$ cat src/rtl/wash_run.sv
// wash_run: coin-wash program sequencer (balance check, wash/rinse/spin countdown, done pulse)
// Ports:
//   clk        system clock
//   rst        asynchronous active-low reset
//   start      one-cycle request to run the selected program (honoured in IDLE/REJECT)
//   mode       program select 0..3
//   bal_in     entered balance, 3 BCD digits
//   bal_neg    entered balance is negative
//   pause_bt   one-cycle pause/resume request
//   busy       not idle
//   done       one-cycle completion pulse
//   err        program rejected (insufficient or negative balance)
//   bal_out    remaining balance, 3 BCD digits
//   time_bcd   seconds remaining in the program, 3 BCD digits
//   phase_led  one-hot phase: 001 wash, 010 rinse, 100 spin
// Build option: define WASH_PAUSE_EN to enable pause/resume.
module wash_run #(
    parameter int TICK_CYCLES = 100000000
) (
    input  logic        clk,
    input  logic        rst,
    input  logic        start,
    input  logic [1:0]  mode,
    input  logic [11:0] bal_in,
    input  logic        bal_neg,
    input  logic        pause_bt,
    output logic        busy,
    output logic        done,
    output logic        err,
    output logic [11:0] bal_out,
    output logic [11:0] time_bcd,
    output logic [2:0]  phase_led
);
    typedef enum logic [2:0] {
        S_IDLE, S_CHECK, S_WASH, S_RINSE, S_SPIN, S_PAUSED, S_REJECT, S_DONE
    } state_t;

    localparam int TW = (TICK_CYCLES > 1) ? $clog2(TICK_CYCLES) : 1;
    localparam logic [TW-1:0] TMAX = TW'(TICK_CYCLES - 1);
    localparam logic [3:0] PRICE [4] = '{4'd5, 4'd8, 4'd12, 4'd3};
    localparam logic [5:0] DUR_W [4] = '{6'd10, 6'd20, 6'd30, 6'd0};
    localparam logic [5:0] DUR_R [4] = '{6'd5, 6'd10, 6'd15, 6'd0};
    localparam logic [5:0] DUR_S [4] = '{6'd5, 6'd10, 6'd15, 6'd10};

    function automatic logic [11:0] bin2bcd(input logic [9:0] v);
        return {4'(v / 10'd100), 4'((v / 10'd10) % 10'd10), 4'(v % 10'd10)};
    endfunction

    // decrement by one second with borrow across BCD digits (100 -> 099)
    function automatic logic [11:0] dec_bcd(input logic [11:0] b);
        return (b[3:0] != 4'd0) ? b - 12'd1 :
               (b[7:4] != 4'd0) ? {b[11:8], b[7:4] - 4'd1, 4'd9} :
                                  {b[11:8] - 4'd1, 8'h99};
    endfunction

    function automatic logic [5:0] dur(input logic [1:0] m, input state_t s);
        return (s == S_WASH)  ? DUR_W[m] :
               (s == S_RINSE) ? DUR_R[m] :
               (s == S_SPIN)  ? DUR_S[m] : 6'd0;
    endfunction

    state_t         r_state, w_state;
    logic [1:0]     r_mode, w_mode;
    logic [11:0]    r_bal, w_bal;
    logic           r_neg, w_neg;
    logic [TW-1:0]  r_tick, w_tick;
    logic [5:0]     r_cnt, w_cnt;
    logic [11:0]    r_time, w_time;
    logic [11:0]    r_bal_out, w_bal_out;
    logic [9:0]     w_bal_bin, w_price, w_total;
    logic           w_ok, w_in_phase, w_tick_hit, w_end;
    state_t         w_first, w_after, w_led_src;

`ifdef WASH_PAUSE_EN
    // phase to resume and to show on the LEDs while paused
    state_t         r_pstate, w_pstate;
`else
    logic           w_unused_pause;
    assign w_unused_pause = pause_bt;
`endif

    assign w_bal_bin  = 10'(r_bal[11:8]) * 10'd100 + 10'(r_bal[7:4]) * 10'd10 + 10'(r_bal[3:0]);
    assign w_price    = 10'(PRICE[r_mode]);
    assign w_total    = 10'(DUR_W[r_mode]) + 10'(DUR_R[r_mode]) + 10'(DUR_S[r_mode]);
    assign w_ok       = !r_neg && (w_bal_bin >= w_price);
    assign w_first    = (DUR_W[r_mode] != 6'd0) ? S_WASH : (DUR_R[r_mode] != 6'd0) ? S_RINSE : S_SPIN;
    assign w_after    = (r_state == S_WASH && DUR_R[r_mode] != 6'd0) ? S_RINSE :
                        (r_state == S_SPIN) ? S_DONE : S_SPIN;
    assign w_in_phase = (r_state == S_WASH) || (r_state == S_RINSE) || (r_state == S_SPIN);
    assign w_tick_hit = w_in_phase && (r_tick == TMAX);
    // the tick that takes the phase counter to zero also loads the next phase
    assign w_end      = w_tick_hit && (r_cnt == 6'd1);

    always_ff @(posedge clk or negedge rst) begin
        if (!rst) begin
            r_state   <= S_IDLE;
            r_mode    <= '0;
            r_bal     <= '0;
            r_neg     <= 1'b0;
            r_tick    <= '0;
            r_cnt     <= '0;
            r_time    <= '0;
            r_bal_out <= '0;
`ifdef WASH_PAUSE_EN
            r_pstate  <= S_IDLE;
`endif
        end else begin
            r_state   <= w_state;
            r_mode    <= w_mode;
            r_bal     <= w_bal;
            r_neg     <= w_neg;
            r_tick    <= w_tick;
            r_cnt     <= w_cnt;
            r_time    <= w_time;
            r_bal_out <= w_bal_out;
`ifdef WASH_PAUSE_EN
            r_pstate  <= w_pstate;
`endif
        end
    end

    always_comb begin
        w_state   = r_state;
        w_mode    = r_mode;
        w_bal     = r_bal;
        w_neg     = r_neg;
        w_tick    = r_tick;
        w_cnt     = r_cnt;
        w_time    = r_time;
        w_bal_out = r_bal_out;
`ifdef WASH_PAUSE_EN
        w_pstate  = r_pstate;
`endif
        case (r_state)
            S_IDLE, S_REJECT: begin
                if (start) begin
                    w_state = S_CHECK;
                    w_mode  = mode;
                    w_bal   = bal_in;
                    w_neg   = bal_neg;
                end
            end
            S_CHECK: begin
                if (w_ok) begin
                    w_state   = w_first;
                    w_cnt     = dur(r_mode, w_first);
                    w_tick    = '0;
                    w_time    = bin2bcd(w_total);
                    w_bal_out = bin2bcd(w_bal_bin - w_price);
                end else begin
                    w_state   = S_REJECT;
                    w_time    = '0;
                    w_bal_out = r_bal;
                end
            end
            S_WASH, S_RINSE, S_SPIN: begin
                w_tick = w_tick_hit ? '0 : r_tick + TW'(1);
                if (w_tick_hit) begin
                    w_time = dec_bcd(r_time);
                    w_cnt  = r_cnt - 6'd1;
                end
                if (w_end) begin
                    w_state = w_after;
                    w_cnt   = dur(r_mode, w_after);
                end
`ifdef WASH_PAUSE_EN
                // counters advance on the pause edge, so a pause that lands on
                // a phase-end tick freezes the newly loaded phase
                if (pause_bt && w_state != S_DONE) begin
                    w_pstate = w_state;
                    w_state  = S_PAUSED;
                end
`endif
            end
`ifdef WASH_PAUSE_EN
            S_PAUSED: begin
                if (pause_bt) w_state = r_pstate;
            end
`endif
            S_DONE: begin
                w_state = S_IDLE;
                w_time  = '0;
            end
            default: w_state = S_IDLE;
        endcase
    end

`ifdef WASH_PAUSE_EN
    assign w_led_src = (r_state == S_PAUSED) ? r_pstate : r_state;
`else
    assign w_led_src = r_state;
`endif

    assign busy      = r_state != S_IDLE;
    assign done      = r_state == S_DONE;
    assign err       = r_state == S_REJECT;
    assign bal_out   = r_bal_out;
    assign time_bcd  = r_time;
    assign phase_led = {w_led_src == S_SPIN, w_led_src == S_RINSE, w_led_src == S_WASH};
endmodule

$ cat config.mk
export PLATFORM = sky130hd
export DESIGN_NAME = wash_run
export DESIGN_NICKNAME = d
export VERILOG_FILES = /design/src/rtl/wash_run.sv
export SDC_FILE = /design/constraint.sdc
export NUM_CORES = 1
export LEC_CHECK = 0
export CAP_MARGIN = 0
export CORE_ASPECT_RATIO = 2
export CORE_UTILIZATION = 35
export DETAILED_ROUTE_END_ITERATION = 12
export MAX_ROUTING_LAYER = met4
export SYNTH_ARGS = -nofsm -noshare
export SYNTH_HDL_FRONTEND = slang
export SYNTH_SLANG_ARGS = --single-unit
$ cat constraint.sdc
create_clock -name clk -period 8.2 [get_ports clk]
set_input_delay 0.82 -clock clk [delete_from_list [all_inputs] [get_ports clk]]
set_output_delay 0.82 -clock clk [all_outputs]
set_load 0.03 [all_outputs]
==> results of run 1 <==
-- critical path, delay by kind of cell (launching register included) --
kind	cells	cell delay (ns)
compound gates	12	2.69
fa+ha+maj	6	1.84
buf+inv	5	0.79
flops	1	0.46
mux	2	0.30
simple gates	7	1.62
-- registers in the layout (all words and copies together), names as in the netlist --
signal and flops:
r_tick 27, bal_out 12, r_bal 12, time_bcd 12, r_cnt 6, r_state 3
r_mode 2, r_neg 1
-- placed cells by master, fill, tap and decap left out, types with 4 or more instances in the layout --
| cell | n |
|---|---|
| nor2_1 | 96 |
| nand2_1 | 81 |
| dfrtp_1 | 74 |
| o21ai_0 | 71 |
| buf_4 | 68 |
| ha_1 | 48 |
| a21oi_1 | 47 |
| clkdlybuf4s50_1 | 46 |
| inv_1 | 28 |
| nor3_1 | 27 |
| xnor2_1 | 26 |
| xor2_1 | 24 |
| nand3_1 | 21 |
| mux2_2 | 17 |
| nand4_1 | 13 |
| nor4_1 | 10 |
| a31oi_1 | 10 |
| nor2b_1 | 9 |
| o211ai_1 | 9 |
| clkbuf_16 | 9 |
| and2_1 | 8 |
| o31ai_1 | 8 |
| and3_1 | 8 |
| nand2b_1 | 7 |
| o21a_1 | 7 |
| a211o_1 | 7 |
| mux2i_1 | 7 |
| fa_1 | 6 |
| a211oi_1 | 5 |
| or3_1 | 5 |
| o22ai_1 | 5 |
| o311ai_0 | 5 |
| o31a_1 | 4 |
| o21ba_2 | 4 |
| a2111oi_2 | 4 |
| nor3b_1 | 4 |
| a22oi_1 | 4 |
-- stage by stage --
step           area, um2  utilization (%)  hold WS [ns]
2_1_floorplan       7050                -         0.467
3_3_place_gp        8250             41.6         0.464
3_5_place_dp        8250             41.6         0.468
4_1_cts             8560             43.2         0.313
5_1_grt             8670             43.7         0.320
6_report            8670             43.7         0.319
-- layer usage --
metal / vias up / GRT usage, % / wire length (um)
li1: 3345 / - / -
met1: 3338 / 20.4 / 7510
met2: 132 / 43.6 / 12800
met3: 48 / 3.48 / 602
met4: 0 / 11.3 / 905
met5: - / - / 0
-- final cells by class --
type / instances / area [um2]
Fill cell: 2036 / 11200
Multi-Input combinational cell: 712 / 5030
Sequential cell: 75 / 1880
Timing Repair Buffer: 116 / 1000
Tap cell: 262 / 328
Clock buffer: 12 / 267
Inverter: 30 / 113
Clock inverter: 4 / 47.5
-- cell families (layout without fill, tap and decap cells) --
| family | Yosys count | after routing | share of synthesized area, % |
|---|---|---|---|
| buffers and inverters | 60 | 162 | 3.48 |
| DFF | 75 | 75 | 26.6 |
| and+or+nand+nor | 315 | 315 | 21.7 |
| xor gates and xnor gates | 56 | 56 | 7.36 |
| adders and majority gates | 57 | 57 | 10.7 |
| muxes | 25 | 25 | 3.87 |
| AOI/OAI and AO/OA | 259 | 259 | 26.2 |
-- final timing paths --
check                           start      endpoint  slack (ns)  cells after the start
min                               rst  time_bcd[11]        0.32                      1
min reg2reg                bal_out[9]    bal_out[9]        0.48                      2
max in group asynchronous         rst      r_bal[5]        6.73                      2
min in group clk           bal_out[9]    bal_out[9]        0.48                      2
max reg2reg                  r_bal[5]    bal_out[6]        0.37                     32
max                          r_bal[5]    bal_out[6]        0.37                     32
==> results.toml, run 1 <==
[placed_design]
placed_cells = 1195
io_buffers = 47
place.gp.congestion = 0.895
place_ws_ns = 0.119
dpl.hpwl_mm = 17.3

[worst_setup_path]
cp_max_fo = 9
crit_arrival_ns = 8.06
critPathMostFrequentCell = "ha_1"
worstPathRequired_ns = 8.43
end_kind = "flop"
cpPeakStageDelay_ns = 0.46
critical_path_class = "reg2reg"
start_kind = "flop"
crit_slowest_cell = "dfrtp_2"

[job]
maxCapViolCount = 0

[clock_network]
clk-insertion-delay-late_ns = 0.35
cts_sinks = 75
cts_max_level = 3
post_cts_resized = 0
clk_pin_slew_ns = 0.06
root_buffer = "clkbuf_16"
post_cts_buffers = 0
numCtsBuffers = 9
ctsHoldBuffers = 0
cts_tree = "yes"
clockBufferDepth = 2

[logic_synthesis]
yosysMostFrequentCell = "nor2_1"
synth_edf_count = 0
synth_area_per_cell_um2 = 8.32
synthArstFlopShare_pct = 100
synth_area_um2 = 7050
syn-num-nets = 921
ys_top_cells_by_area = "dfrtp_1 27%, ha_1 8.7%, nor2_1 5.2%, o21ai_0 5.0%, nand2_1 4.4%"
ys_seq_area_share_pct = 26.6
yosys-top-cells-count = "97 x nor2_1, 83 x nand2_1, 75 x dfrtp_1, 71 x o21ai_0, 49 x ha_1"
synthFlopType = "dfrtp_1"
synthCells = 847
synth_top_cell_area_share_pct = 26.6
synth_top_area_cell = "dfrtp_1"
synth-seq-cells = 75
yosys_warnings = 0
ys_types = 97

[global_routing]
track_usage_pct = 22.6
grt_pass1_wl_mm = 34.5
antenna_found_initial = 0
grt_pass1_vias = 6834
grt_max_degree = 62
gr-total-overflow = 0

[drt]
postRouteAntennaNets = 0
totalWireLength_mm = 21.8
post_drt_wl_per_cell_um = 18.0
first_pass_iters = 5
vias_per_cell = 5.67
drc = 0
drtIter0Drc = 275
via_count = 6863

[sta]
worst_slack_ns = 0.374
slew_headroom_pct = 24.5
clock-skew-final_ns = 0.00974
fin_setup_tns_ns = 0
max_clock_freq_mhz = 128
worstMarginPinSlew_ns = 1.13
finalMaxSlewViolations = 0
finalHoldViolations = 0
post-route-period-util_pct = 95.4
setup_viol = 0
fin_crit_ns = 7.83

[floorplan]
io_pins = 49
start_util_pct = 35.6
dieArea_um2 = 20800
std_cell_rows = 73
die_y_um = 203
coreArea_um2 = 19800
dieWidth_um = 102

[cells_and_area]
diodes = 0
fin_cells = 1211
synthToLayoutAreaGrowth_pct = 23.0
fin_nets = 1018
drive_gt1_share_pct = 16.6

[outcome]
status = "completed"

[min_path]
hp-class = "in2async"
Power of run 1 is left out: the tool's default activity adds up to more than one toggle a clock period on the data nets, which glitch-free logic cannot reach.
==> inputs of run 2 (changes only) <==
Settings changed: CORE_UTILIZATION 35 to 40.
==> run 2 against run 1 <==
  * Largest cell class unchanged
  * Cell area up 2.8%
  * Die area down 12%
  * Wire length down 0.97%
  * Critical path depth up 1
  * Final cell count down 2.2%
  * Register-to-register slack worse by 0.03 ns
  * First-iteration DRC count up 19%
  * Flip-flop and latch count unchanged
  * Via count up 2.9%
  * Core utilization up 7.8 points
==> results.toml, run 2 (synthesis results as in run 1) <==
[global_routing]
grt_pass1_wl_mm = 34.7
grt_max_degree = 65
antenna_found_initial = 0
gr-total-overflow = 0
track_usage_pct = 25.6
grt_pass1_vias = 7021

[placed_design]
place_ws_ns = -0.0406
place.gp.congestion = 0.883
placed_cells = 1147
dpl.hpwl_mm = 16.6
io_buffers = 47
placed_area_um2 = 8210

[sta]
worst_slack_ns = 0.344
post-route-period-util_pct = 95.8
max_clock_freq_mhz = 127
slew_headroom_pct = 30.3
worst_hold_slack_ns = 0.309
setup_viol = 0
finalMaxSlewViolations = 0
fin_crit_ns = 7.86
finalHoldViolations = 0
clock-skew-final_ns = 0.0172
worstMarginPinSlew_ns = 1.03

[outcome]
status = "completed"

[worst_setup_path]
crit_arrival_ns = 8.10
start_kind = "flop"
critical_path_class = "reg2reg"
reg2reg_to = "bal_out[6]"
r2r_start = "r_bal[8]"
cpPeakStageDelay_ns = 0.49
worst-path-buf-inv = 6
end_kind = "flop"
crit_family = "compound AO/OA/AOI/OAI gates"
critPathMostFrequentCell = "ha_1"
worstPathRequired_ns = 8.44
worst_r2r_path_depth = 33
crit_slowest_cell = "fa_1"
r2r_slack_ns = 0.34
cp_max_fo = 12

[floorplan]
dieArea_um2 = 18200
coreArea_um2 = 17300
start_util_pct = 40.8
dieWidth_um = 95.9
io_pins = 49
die_y_um = 190
std_cell_rows = 68

[clock_network]
ctsHoldBuffers = 0
cts_sinks = 75
clockBufferDepth = 2
clk-insertion-delay-late_ns = 0.35
clk_pin_slew_ns = 0.07
root_buffer = "clkbuf_16"
cts_tree = "yes"
numCtsBuffers = 9
cts_max_level = 3

[cells_and_area]
drive_gt1_share_pct = 20.3
final_cell_mix = "94 x nor2_1, 90 x buf_4, 81 x nand2_1"
n_fill_cell = 1643
fin_cells = 1184
synthToLayoutAreaGrowth_pct = 26.4
largest_reg_flops = 27
diodes = 0
fin_nets = 1043
largest-register = "r_tick"
layout_commonest_cell = "nor2_1"
fin_area_um2 = 8910

[drt]
via_count = 7060
first_pass_iters = 5
postRouteAntennaNets = 0
totalWireLength_mm = 21.6
drc = 0
post_drt_wl_per_cell_um = 18.2
vias_per_cell = 5.96
drtIter0Drc = 328

[job]
maxCapViolCount = 0

[min_path]
hp-class = "in2async"
run 2: metal layers:
layer  wire length [um]  GRT usage [%]  part of all wire (%)  up-vias
met3                441           3.44                   2.0       73
met2              11600           44.6                    54      151
li1                   -              -                     -     3396
met4               1250           15.4                   5.8        0
met5                  0              -                     0        -
met1               8320           26.5                    38     3440
run 2: through the flow:
step | utilization, % | setup TNS (ns)
2_1_floorplan | - | 0
3_3_place_gp | 47.5 | 0
3_5_place_dp | 47.5 | -0.0406
4_1_cts | 49.1 | 0
5_1_grt | 51.6 | -0.0497
6_report | 51.6 | 0
run 2: worst register-to-register path, delay by kind of cell, from the launching register on:
family | cells | cell delay [ns]
AO/OA/AOI/OAI | 14 | 3.33
adder cells (fa/ha/maj) | 6 | 1.77
AND/OR/NAND/NOR | 6 | 1.41
buffers and inverters | 6 | 0.65
flip-flops | 1 | 0.45
multiplexers | 1 | 0.16
run 2: worst max path at each step:
stage | start | to | slack [ns] | cells past startpoint
finish | r_bal[8] | bal_out[6] | 0.34 | 33
global route | r_bal[8] | bal_out[6] | -0.05 | 33
CTS | r_bal[5] | bal_out[6] | 0.003 | 32
detailed placement | r_bal[5] | bal_out[6] | -0.04 | 31
global placement | r_bal[5] | bal_out[6] | 0.02 | 31
floorplan | r_bal[9] | bal_out[6] | 0.71 | 31
run 2: timing repair:
action	CTS	global route
gates resized for setup	1	48
pin swaps	0	19
endpoints found under the setup margin	2	3
buffers inserted	0	21
run 2: cell type report:
class	instances	area, um2	share of cell area, %
Multi-Input combinational cell	712	5180	58.1
Sequential cell	75	1880	21.1
Timing Repair Buffer	141	1210	13.6
Tap cell	210	263	2.95
Clock buffer	10	229	2.57
Inverter	30	113	1.26
Clock inverter	6	40.0	0.449
Power of run 2 is left out for the same reason.
==> inputs of run 3 (changes only) <==
Settings changed: CORE_MARGIN set to 2.
==> run 3 against run 2 <==
  * Flip-flop and latch count is the same
  * Global-route usage shrank 1.5 points
  * Critical path depth is the same
  * Cell area shrank 1.2%
  * Register-to-register slack gained 0.04 ns
==> results.toml, run 3 (synthesis results as in run 1) <==
[cells_and_area]
largest-register = "r_tick"
multi_input_area_um2 = 5090
largest_reg_flops = 27
layout_commonest_cell = "nor2_1"
final_cell_mix = "96 x nor2_1, 93 x buf_4, 82 x nand2_1"
drive_gt1_share_pct = 19.0
synthToLayoutAreaGrowth_pct = 24.9
regArea_um2 = 1880
fin_nets = 1041
diodes = 0
n_fill_cell = 1665

[worst_setup_path]
cp_max_fo = 8
critPathMostFrequentCell = "ha_1"
crit_family = "compound AO/OA/AOI/OAI gates"
r2r_start = "r_bal[8]"
worstPathRequired_ns = 8.44
end_kind = "flop"
crit_slowest_cell = "dfrtp_2"
worst-path-buf-inv = 7
crit_arrival_ns = 8.06
crit_start = "r_bal[8]"
critical_path_class = "reg2reg"
cpPeakStageDelay_ns = 0.48
start_kind = "flop"

[global_routing]
grtUsageMet3_pct = 1.89
track_usage_pct = 24.1
gr-total-overflow = 0
grt_busiest_layer = "met2"
antenna_found_initial = 0
grt_max_degree = 64
grt_util_met1_pct = 24.7
grt_pass1_wl_mm = 35.3
grtUsageMet2_pct = 44.5
grt_pass1_vias = 6863

[drt]
totalWireLength_mm = 21.6
first_pass_iters = 5
postRouteAntennaNets = 0
via_count = 7035
post_drt_wl_per_cell_um = 18.3
drc = 0
drtIter0Drc = 333
vias_per_cell = 5.95

[floorplan]
die_y_um = 192
io_pins = 49
coreArea_um2 = 17300
std_cell_rows = 68
dieArea_um2 = 18800
start_util_pct = 40.8
dieWidth_um = 97.9

[clock_network]
ctsHoldBuffers = 0
cts_tree = "yes"
clockBufferDepth = 2
cts_sinks = 75
cts_max_level = 3
numCtsBuffers = 9
clk_pin_slew_ns = 0.07
root_buffer = "clkbuf_16"
clk-insertion-delay-late_ns = 0.35

[sta]
post-route-period-util_pct = 95.4
worst_hold_slack_ns = 0.306
fin_crit_ns = 7.82
max_clock_freq_mhz = 128
setup_viol = 0
finalHoldViolations = 0
finalMaxSlewViolations = 0
worstMarginPinSlew_ns = 0.996
clock-skew-final_ns = 0.00878
slew_headroom_pct = 32.7

[placed_design]
dpl.hpwl_mm = 16.8
place.gp.congestion = 1.05
io_buffers = 47

[min_path]
hp-class = "in2async"

[job]
maxCapViolCount = 0

[outcome]
status = "completed"
run 3: cell types whose count changed in the layout (fill, tap and decap cells not counted), moves of 2 or more:
cell,change
ha_1,+3
buf_6,-3
nor2_1,+2
buf_4,+3
nor2_2,-2
clkinv_2,-2
ha_2,-2
buf_12,-2
run 3: metrics by stage:
stage	utilization (%)	setup slack, ns	TNS, ns	cells	area (um2)
floorplan	-	0.705	0	847	7050
global placement	47.9	0.145	0	1157	8270
detailed placement	47.9	0.0720	0	1157	8270
CTS	49.7	0.0784	0	1173	8580
global route	51.0	-0.0309	-0.0309	1182	8800
finish	51.0	0.381	0	1182	8800
run 3: final cells by class:
class / instances / share of cell area, %
Timing Repair Buffer: 139 / 13.2
Inverter: 30 / 1.28
Multi-Input combinational cell: 712 / 57.8
Clock inverter: 5 / 0.682
Sequential cell: 75 / 21.3
Clock buffer: 11 / 2.76
Tap cell: 210 / 2.98
run 3: path summary, 6_finish.rpt:
path                              endpoint  slack, ns  cells past startpoint
worst max register to register  bal_out[6]       0.38                     33
worst min-delay path              r_bal[8]       0.31                      1
max in group asynchronous        r_tick[6]       6.79                      2
worst min register to register  bal_out[8]       0.48                      1
min in group clk                bal_out[8]       0.48                      1
worst max-delay path            bal_out[6]       0.38                     33
run 3: timing repair:
item	4_1_cts	5_1_grt
setup endpoints to repair	0	3
buffers inserted	0	9
resized for setup	0	32
run 3: layer usage:
layer | vias up | routed length [um]
met5 | - | 0
met4 | 0 | 1170
met3 | 61 | 387
met2 | 144 | 11800
met1 | 3433 | 8230
li1 | 3397 | -
Power of run 3 is left out for the same reason.
